### src/rtl/game_pkg.sv
// Shared game definitions: screen/ship geometry defaults, shot state encoding
// and the alien block layout constants used by the downstream alien logic.
package game_pkg;

    localparam int COORD_W      = 10;

    localparam int SCREEN_W_DEF = 640;
    localparam int SCREEN_H_DEF = 480;
    localparam int SHIP_W_DEF   = 32;
    localparam int SHIP_Y_DEF   = 440;

    localparam int ALIEN_ROWS   = 4;
    localparam int ALIEN_COLS   = 8;
    localparam int ALIEN_W      = 24;
    localparam int ALIEN_H      = 16;
    localparam int ALIEN_GAP    = 8;

    typedef enum logic {
        SHOT_IDLE = 1'b0,
        SHOT_FLY  = 1'b1
    } shot_state_e;

endpackage

### src/rtl/key_debounce.sv
// One pushbutton: 2-FF synchronizer, consecutive-cycle debounce, and a
// one-cycle pulse when the accepted level falls (button pressed).
module key_debounce #(
    parameter int DEBOUNCE_CYC = 250000
) (
    input  logic iCLK,
    input  logic iRST,
    input  logic iKEY_N,
    output logic oLEVEL,
    output logic oPRESS
);
    localparam int CNT_W = $clog2(DEBOUNCE_CYC + 1);
    localparam logic [CNT_W-1:0] CNT_LAST = CNT_W'(DEBOUNCE_CYC - 1);

    logic             r_sync1;
    logic             r_sync2;
    logic             r_level;
    logic             r_press;
    logic [CNT_W-1:0] r_cnt;

    always_ff @(posedge iCLK) begin
        if (iRST) begin
            r_sync1 <= 1'b1;
            r_sync2 <= 1'b1;
            r_level <= 1'b1;
            r_press <= 1'b0;
            r_cnt   <= '0;
        end else begin
            r_sync1 <= iKEY_N;
            r_sync2 <= r_sync1;
            r_press <= 1'b0;
            if (r_sync2 != r_level) begin
                // The last mismatching cycle flips the level; a press is a 1->0 flip
                if (r_cnt == CNT_LAST) begin
                    r_level <= r_sync2;
                    r_press <= r_level;
                    r_cnt   <= '0;
                end else begin
                    r_cnt <= r_cnt + CNT_W'(1);
                end
            end else begin
                r_cnt <= '0;
            end
        end
    end

    assign oLEVEL = r_level;
    assign oPRESS = r_press;

endmodule

### src/rtl/player_ctrl.sv
// Player ship movement and single-shot launcher driven by debounced keys,
// advancing once per frame tick.
module player_ctrl
    import game_pkg::*;
#(
    parameter int SCREEN_W     = SCREEN_W_DEF,
    parameter int SHIP_W       = SHIP_W_DEF,
    parameter int SHIP_Y       = SHIP_Y_DEF,
    parameter int SHIP_STEP    = 4,
    parameter int SHOT_STEP    = 8,
    parameter int DEBOUNCE_CYC = 250000
) (
    input  logic               iCLK,
    input  logic               iRST,
    input  logic               iKEY_LEFT_N,
    input  logic               iKEY_RIGHT_N,
    input  logic               iKEY_FIRE_N,
    input  logic               iFRAME_TICK,
    input  logic               iHIT,
    output logic [COORD_W-1:0] oSHIP_X,
    output logic [COORD_W-1:0] oSHOT_X,
    output logic [COORD_W-1:0] oSHOT_Y,
    output logic               oSHOT_ACTIVE,
    output logic               oFIRE_PULSE
);
    localparam int X_MAX = SCREEN_W - SHIP_W;

    logic w_left_lvl, w_left_press;
    logic w_right_lvl, w_right_press;
    logic w_fire_lvl, w_fire_press;
    logic w_unused_ok;

    key_debounce #(.DEBOUNCE_CYC(DEBOUNCE_CYC)) u_key_left (
        .iCLK(iCLK), .iRST(iRST), .iKEY_N(iKEY_LEFT_N),
        .oLEVEL(w_left_lvl), .oPRESS(w_left_press)
    );
    key_debounce #(.DEBOUNCE_CYC(DEBOUNCE_CYC)) u_key_right (
        .iCLK(iCLK), .iRST(iRST), .iKEY_N(iKEY_RIGHT_N),
        .oLEVEL(w_right_lvl), .oPRESS(w_right_press)
    );
    key_debounce #(.DEBOUNCE_CYC(DEBOUNCE_CYC)) u_key_fire (
        .iCLK(iCLK), .iRST(iRST), .iKEY_N(iKEY_FIRE_N),
        .oLEVEL(w_fire_lvl), .oPRESS(w_fire_press)
    );

    assign w_unused_ok = &{1'b0, w_left_press, w_right_press, w_fire_lvl};

    // Saturating one-frame ship move; opposing keys cancel
    function automatic logic [COORD_W-1:0] f_ship_step(
        input logic [COORD_W-1:0] x,
        input logic               left,
        input logic               right
    );
        logic [COORD_W:0] w_sum;
        w_sum = {1'b0, x} + (COORD_W + 1)'(SHIP_STEP);
        if (left && !right)
            return (x < COORD_W'(SHIP_STEP)) ? '0 : x - COORD_W'(SHIP_STEP);
        if (right && !left)
            return (w_sum > (COORD_W + 1)'(X_MAX)) ? COORD_W'(X_MAX) : w_sum[COORD_W-1:0];
        return x;
    endfunction

    logic [COORD_W-1:0] r_ship_x;
    logic [COORD_W-1:0] r_shot_x;
    logic [COORD_W-1:0] r_shot_y;
    logic               r_pend;
    logic               r_fire_pulse;
    shot_state_e        r_state;

    always_ff @(posedge iCLK) begin
        if (iRST)
            r_ship_x <= COORD_W'(X_MAX / 2);
        else if (iFRAME_TICK)
            r_ship_x <= f_ship_step(r_ship_x, ~w_left_lvl, ~w_right_lvl);
    end

    always_ff @(posedge iCLK) begin
        if (iRST) begin
            r_state      <= SHOT_IDLE;
            r_shot_x     <= '0;
            r_shot_y     <= '0;
            r_pend       <= 1'b0;
            r_fire_pulse <= 1'b0;
        end else begin
            r_fire_pulse <= 1'b0;
            case (r_state)
                SHOT_IDLE: begin
                    // Launch from the ship position as it was before this tick's move
                    if (iFRAME_TICK && r_pend) begin
                        r_state      <= SHOT_FLY;
                        r_shot_x     <= r_ship_x + COORD_W'(SHIP_W / 2 - 1);
                        r_shot_y     <= COORD_W'(SHIP_Y - 8);
                        r_pend       <= 1'b0;
                        r_fire_pulse <= 1'b1;
                    end else if (w_fire_press) begin
                        r_pend <= 1'b1;
                    end
                end
                SHOT_FLY: begin
                    if (iHIT)
                        r_state <= SHOT_IDLE;
                    else if (iFRAME_TICK) begin
                        if (r_shot_y < COORD_W'(SHOT_STEP))
                            r_state <= SHOT_IDLE;
                        else
                            r_shot_y <= r_shot_y - COORD_W'(SHOT_STEP);
                    end
                end
                default: r_state <= SHOT_IDLE;
            endcase
        end
    end

    assign oSHIP_X      = r_ship_x;
    assign oSHOT_X      = r_shot_x;
    assign oSHOT_Y      = r_shot_y;
    assign oSHOT_ACTIVE = (r_state == SHOT_FLY);
    assign oFIRE_PULSE  = r_fire_pulse;

endmodule
### config.mk
export PLATFORM = sky130hd
export DESIGN_NAME = player_ctrl
export DESIGN_NICKNAME = d
export VERILOG_FILES = /design/src/rtl/game_pkg.sv /design/src/rtl/key_debounce.sv /design/src/rtl/player_ctrl.sv
export SDC_FILE = /design/constraint.sdc
export NUM_CORES = 1
export LEC_CHECK = 0
export CAP_MARGIN = 20
export CORE_MARGIN = 8
export CORE_UTILIZATION = 50
export DETAILED_ROUTE_END_ITERATION = 12
export PLACE_DENSITY = 0.7
export SLEW_MARGIN = 20
export SYNTH_ARGS = -nofsm -noshare
export SYNTH_HDL_FRONTEND = slang
export SYNTH_SLANG_ARGS = --single-unit
### constraint.sdc
create_clock -name iCLK -period 3.1 [get_ports iCLK]
set_input_delay 0.775 -clock iCLK [delete_from_list [all_inputs] [get_ports iCLK]]
set_output_delay 0.775 -clock iCLK [all_outputs]
set_load 0.1 [all_outputs]
==> qor.yml, run 1 <==
cp-startpoint: "oSHIP_X[2]$_SDFFE_PP0P_"
ys_ff_latch: 94
crit_required_ns: 3.41
routed_via_density: 5.56
ys_types: 60
drc_errors: 0
dp_hpwl_um: 6570
clk_pin_slew_ns: 0.09
setup_tns_ns: 0
vdd_ir_drop_max_mv: 0.251
ant_nets: 0
final_layout_size_suffix_gt1_share_pct: 11.4
highest_layer: "met4"
wl_per_cell_um: 13.8
critPathCapture: "oSHIP_X[6]$_SDFFE_PP0P_"
yosysTopAreaCell: "dfxtp_1"
num_vias: 3791
run_status: "completed"
cp_max_fo: 14
skew_ns: 0.0117
post-place-ws_ns: 0.686
yosysWarnings: 0
ctsResizeCount: 0
wl_um: 9420
synthCells: 543
n_fill_cell: 812
synth_most_common_cell: "dfxtp_1"
syn_to_final_growth_pct: 11.3
grt_max_degree: 35
start_kind: "flop"
clkPwrFrac_pct: 41.1
cts_htree_levels: 3
initial_utilization_pct: 50.5
r2r_cells: 6
grt_pass1_wl_um: 16500
min_period_ns: 2.28
die_area_um2: 12500
worstPathArrival_ns: 2.59
fin_crit_sh_pct: 73.5
dr.pass1.iters: 4
tritoncts: "built"
grt_util_all_layers_pct: 15.5
synth-edff-count: 0
pwr-share-seq_pct: 55.9
p_comb_share_pct: 3.0
clkSinkCount: 94
powerDensity_nw_per_um2: 428
rsz0062_at_grt: "false"
synth-async-reset-ratio_pct: 0
drv_cap: 0
synth_area_per_cell_um2: 8.43
synth_area_um2: 4580
slew_violations: 0
clk_path_buf_depth: 2
ys_seq_area_share_pct: 41.1
drt-initial-drc-count: 253
gp_congestion: 0.914
reg2reg_setup_slack_ns: 0.82
die_y_um: 112
wl_met3_um: 503
rows: 35
io_pins: 39
postCtsHoldBufs: 0
slew_headroom_pct: 59.4
cts-root-buf: "clkbuf_8"
grt_pass1_vias: 3673
path_class: "flop to flop"
tightest_slew_ns: 0.603
clock.fmax_mhz: 439
min_path_type: "flop to flop"
clock_latency_ns: 0.36
antenna_found_initial: 0
fin_ws_ns: 0.823
p_int_mw: 1.69
power.net_switching_mw: 0.492
holdWs_ns: 0.408
ys_top_cells_by_area: "dfxtp_1 (41%), xnor2_1 (7.8%), nor2_1 (7.5%)"
io_buffers: 35
finalSetupViolCount: 0
synth_common_cells: "dfxtp_1 (94), nor2_1 (91), nand2_1 (41), xnor2_1 (41), nand3_1 (28)"
die_x_um: 112
cts_setup_buffers: 0
n_antenna_cell: 0
fin_nets: 585
dr_wl_met2_um: 4240
timing_hold_violations_final: 0
yosysTopAreaCellShare_pct: 41.1
grt-ovfl-total: 0
rr_startpoint: "oSHIP_X[2]$_SDFFE_PP0P_"
core_um2: 9060
cp-end-kind: "flop"
wl_met1_um: 4490
p_leak_nw: 1.69
cts_buffers: 9
synthFlopType: "dfxtp_1"
rr_endpoint: "oSHIP_X[6]$_SDFFE_PP0P_"
switching_share_pct: 22.6
power by group through the flow:
stage                     clock network [mW]  registers, mW  logic (mW)
after CTS                              0.916           1.22      0.0647
after global placement                     0           1.25      0.0643
after floorplan                            0           1.25      0.0468
after global routing                   0.961           1.22      0.0692
final                                  0.895           1.22      0.0649
after detailed placement                   0           1.25      0.0646
cells in the final DEF, fill, tap and decap left out, drive strengths merged, types with 10 or more instances in the layout:
| master | count |
|---|---|
| ha | 11 |
| inv | 25 |
| nand3 | 29 |
| o21ai | 13 |
| buf | 33 |
| nor2 | 91 |
| nand2 | 41 |
| xor2 | 25 |
| a21oi | 14 |
| nor4 | 10 |
| xnor2 | 41 |
| nor3 | 19 |
| dfxtp | 94 |
routing by layer:
layer,global-route usage [%],up-vias
li1,-,1901
met3,3.68,17
met2,25.2,99
met1,19.2,1774
met5,0,-
met4,6.84,0
worst max-delay path, stage by stage (launching register included):
cell and delay (ns):
dfxtp_1 0.68, ha_1 0.41, nand3_1 0.16, a2111oi_1 0.37
a211oi_1 0.15, a21boi_2 0.25, o221a_1 0.21
flip-flops by register name, indices dropped and copies added (netlist names), 7 cells and up:
name,count
u_key_left.r_cnt,18
oSHOT_Y,7
u_key_fire.r_cnt,18
oSHOT_X,10
u_key_right.r_cnt,18
oSHIP_X,10
per-stage QoR:
| stage | power (mW) | instance area [um^2] | std cells | util [%] |
|---|---|---|---|---|
| floorplan | 1.30 | 4580 | 545 | - |
| global placement | 1.31 | 4870 | 667 | 53.8 |
| detailed placement | 1.31 | 4870 | 667 | 53.8 |
| CTS | 2.20 | 5090 | 682 | 56.2 |
| global route | 2.25 | 5090 | 682 | 56.2 |
| finish | 2.18 | 5090 | 682 | 56.2 |
area by class of cell:
class	count	area [um^2]	share of cell area, %
Tap cell	111	139	2.73
Timing Repair Buffer	39	308	6.04
Clock inverter	6	93.8	1.84
Inverter	24	90.1	1.77
Sequential cell	94	1880	37.0
Multi-Input combinational cell	399	2460	48.2
Clock buffer	9	124	2.43
logic make-up after synthesis:
logic type      Yosys count  share of synthesized area [%]
fa+ha+maj                11                           3.01
buf+inv                  52                           5.36
compound gates           68                           10.4
flops                    94                           41.1
other cells               1                         0.0820
mux                       2                          0.438
simple gates            249                           27.0
xor+xnor                 66                           12.6
how the worst min path moves through the flow:
| stage | from | to | cells past startpoint |
|---|---|---|---|
| 2_1_floorplan | u_key_fire.r_sync1$_SDFF_PP1_ | u_key_fire.r_sync2$_SDFF_PP1_ | 1 |
| 3_3_place_gp | u_key_right.r_sync1$_SDFF_PP1_ | u_key_right.r_sync2$_SDFF_PP1_ | 1 |
| 3_5_place_dp | u_key_right.r_sync1$_SDFF_PP1_ | u_key_right.r_sync2$_SDFF_PP1_ | 1 |
| 4_1_cts | u_key_right.r_sync1$_SDFF_PP1_ | u_key_right.r_sync2$_SDFF_PP1_ | 1 |
| 5_1_grt | u_key_right.r_sync1$_SDFF_PP1_ | u_key_right.r_sync2$_SDFF_PP1_ | 1 |
| 6_report | u_key_right.r_sync1$_SDFF_PP1_ | u_key_right.r_sync2$_SDFF_PP1_ | 1 |
(Power assumes the default switching activity.)
==> run 2, diff against run 1 <==
Clock period 3.1 ns to 2.3 ns, I/O delays scaled along.
==> qor.yml, run 2 (same netlist as run 1, synthesis figures left out) <==
run_status: "completed"
drc_errors: 0  # unchanged
postCtsHoldBufs: 0  # unchanged
grt_pass1_vias: 3563  # -3.0%
core_um2: 9060  # unchanged
syn_to_final_growth_pct: 14.0
total_power_mw: 2.93  # +34%
worstPathArrival_ns: 2.28  # -0.31 ns
dp_hpwl_um: 6870  # +4.6%
clk_pin_slew_ns: 0.10  # about the same
antenna_found_initial: 0  # unchanged
holdWs_ns: 0.417  # +0.00809 ns
die_area_um2: 12500  # unchanged
power.net_switching_mw: 0.652  # +32%
fin_ws_ns: 0.234  # -0.588 ns
min_period_ns: 2.07  # -0.212 ns
reg2reg_setup_slack_ns: 0.23  # -0.59 ns
tightest_slew_ns: 0.760  # +0.157 ns
initial_utilization_pct: 50.5  # unchanged
fin_nets: 594  # +1.5%
clkPwrFrac_pct: 40.9  # -0.2 points
rr_startpoint: "u_key_right.r_cnt[0]$_SDFF_PP0_"
drv_cap: 0  # unchanged
p_comb_share_pct: 3.0  # about the same
r2r_cells: 6  # unchanged
min_path_cells: 1  # unchanged
tritoncts: "built"
io_pins: 39  # unchanged
cts_setup_buffers: 0  # unchanged
crit_required_ns: 2.52  # -0.89 ns
stdcell_count: 691  # +1.3%
cp-end-kind: "flop"
num_vias: 3775  # -0.42%
cts_buffers: 9  # unchanged
skew_ns: 0.0127  # +0.00101 ns
drt-initial-drc-count: 225  # -11%
switching_share_pct: 22.3  # -0.31 points
ant_nets: 0  # unchanged
start_kind: "flop"
wl_per_cell_um: 13.8  # about the same
wl_um: 9550  # +1.3%
vdd_ir_drop_max_mv: 0.325  # +29%
die_y_um: 112  # unchanged
rows: 35  # unchanged
dpl_cell_area_um2: 5000  # +2.6%
dr.pass1.iters: 4  # unchanged
cts-root-buf: "clkbuf_8"
final_core_util_pct: 57.6  # +1.4 points
clock_latency_ns: 0.35  # about the same
die_x_um: 112  # unchanged
cp_max_fo: 18  # +4
io_buffers: 35  # unchanged
slew_violations: 0  # unchanged
final_layout_size_suffix_gt1_share_pct: 13.8  # +2.4 points
path_class: "flop to flop"
grt-ovfl-total: 0  # unchanged
rr_endpoint: "u_key_right.r_cnt[17]$_SDFF_PP0_"
pwr-share-seq_pct: 56.1  # +0.2 points
design_area_um2: 5220  # +2.5%
dp.cells: 676  # +1.3%
clk_path_buf_depth: 2  # unchanged
p_leak_nw: 1.75  # +3.8%
p_int_mw: 2.27  # +35%
finalSetupViolCount: 0  # unchanged
powerDensity_nw_per_um2: 561  # +31%
post-place-ws_ns: 0.122  # -0.564 ns
grt_util_all_layers_pct: 15.9  # +0.38 points
min_from: "u_key_fire.r_sync1$_SDFF_PP1_"
min_path_type: "flop to flop"
largestRegisters: "u_key_fire.r_cnt (18), u_key_left.r_cnt (18), u_key_right.r_cnt (18)"
setup_tns_ns: 0  # unchanged
clock.fmax_mhz: 484  # +10%
grt_pass1_wl_um: 16800  # +2.0%
cts_htree_levels: 3  # unchanged
slew_headroom_pct: 48.9  # -11 points
n_antenna_cell: 0  # unchanged
clkSinkCount: 94  # unchanged
mostFrequentLayoutCell: "nor2_1"
ctsResizeCount: 0  # unchanged
grt_max_degree: 29  # -17%
final_cell_mix: "nor2_1 (91), dfxtp_1 (88), xnor2_1 (41), nand2_1 (41), buf_4 (38)"
fin_crit_sh_pct: 89.8  # +16 points
routed_via_density: 5.46  # -1.7%
timing_hold_violations_final: 0  # unchanged
hold_end: "u_key_fire.r_sync2$_SDFF_PP1_"
rsz0062_at_grt: "false"
gp_congestion: 0.879  # -3.9%
[run 2: cell types whose count changed in the layout (fill, tap and decap cells not counted), sizes merged]
cell	previous run	this run
buf	33	42
[run 2: worst max-delay path by stage]
stage / end / slack, ns / start
CTS: u_key_right.r_cnt[17]$_SDFF_PP0_ / 0.21 / u_key_right.r_cnt[0]$_SDFF_PP0_
detailed placement: oSHOT_Y[7]$_SDFFE_PP0P_ / 0.12 / iFRAME_TICK
global placement: oSHOT_Y[7]$_SDFFE_PP0P_ / 0.20 / iFRAME_TICK
floorplan: oSHIP_X[8]$_SDFFE_PP1P_ / 0.01 / oSHIP_X[5]$_SDFFE_PP1P_
global route: u_key_left.r_cnt[13]$_SDFF_PP0_ / 0.009 / u_key_left.r_cnt[7]$_SDFF_PP0_
finish: u_key_right.r_cnt[17]$_SDFF_PP0_ / 0.23 / u_key_right.r_cnt[0]$_SDFF_PP0_
[run 2: layout make-up]
type                            count  area, um^2
Fill cell                         787        3850
Multi-Input combinational cell    399        2460
Sequential cell                    94        1890
Timing Repair Buffer               48         425
Tap cell                          111         139
Clock buffer                        9         124
Clock inverter                      6        93.8
Inverter                           24        90.1
[run 2: worst max-delay path, cell delays in order (launching register included)]
cell,delay (ns)
dfxtp_1,0.36
ha_1,0.18
and2_1,0.18
nand2_1,0.12
nor4_1,0.42
or3_1,0.55
nor2_1,0.12
[run 2: routing by layer]
metal / wire length (um) / up-vias / share of wire [%] / track usage [%]
met2: 4250 / 93 / 44 / 24.5
li1: - / 1914 / - / -
met3: 468 / 17 / 4.9 / 3.79
met1: 4670 / 1751 / 49 / 20.8
met5: 0 / - / 0 / 0
met4: 167 / 0 / 1.7 / 6.65
[run 2: power by group through the flow]
stage | combinational [mW] | clock, mW | sequential (mW)
after CTS | 0.0884 | 1.23 | 1.64
final | 0.0884 | 1.20 | 1.64
after global placement | 0.0880 | 0 | 1.68
after global routing | 0.0954 | 1.29 | 1.64
after floorplan | 0.0630 | 0 | 1.69
after detailed placement | 0.0882 | 0 | 1.68
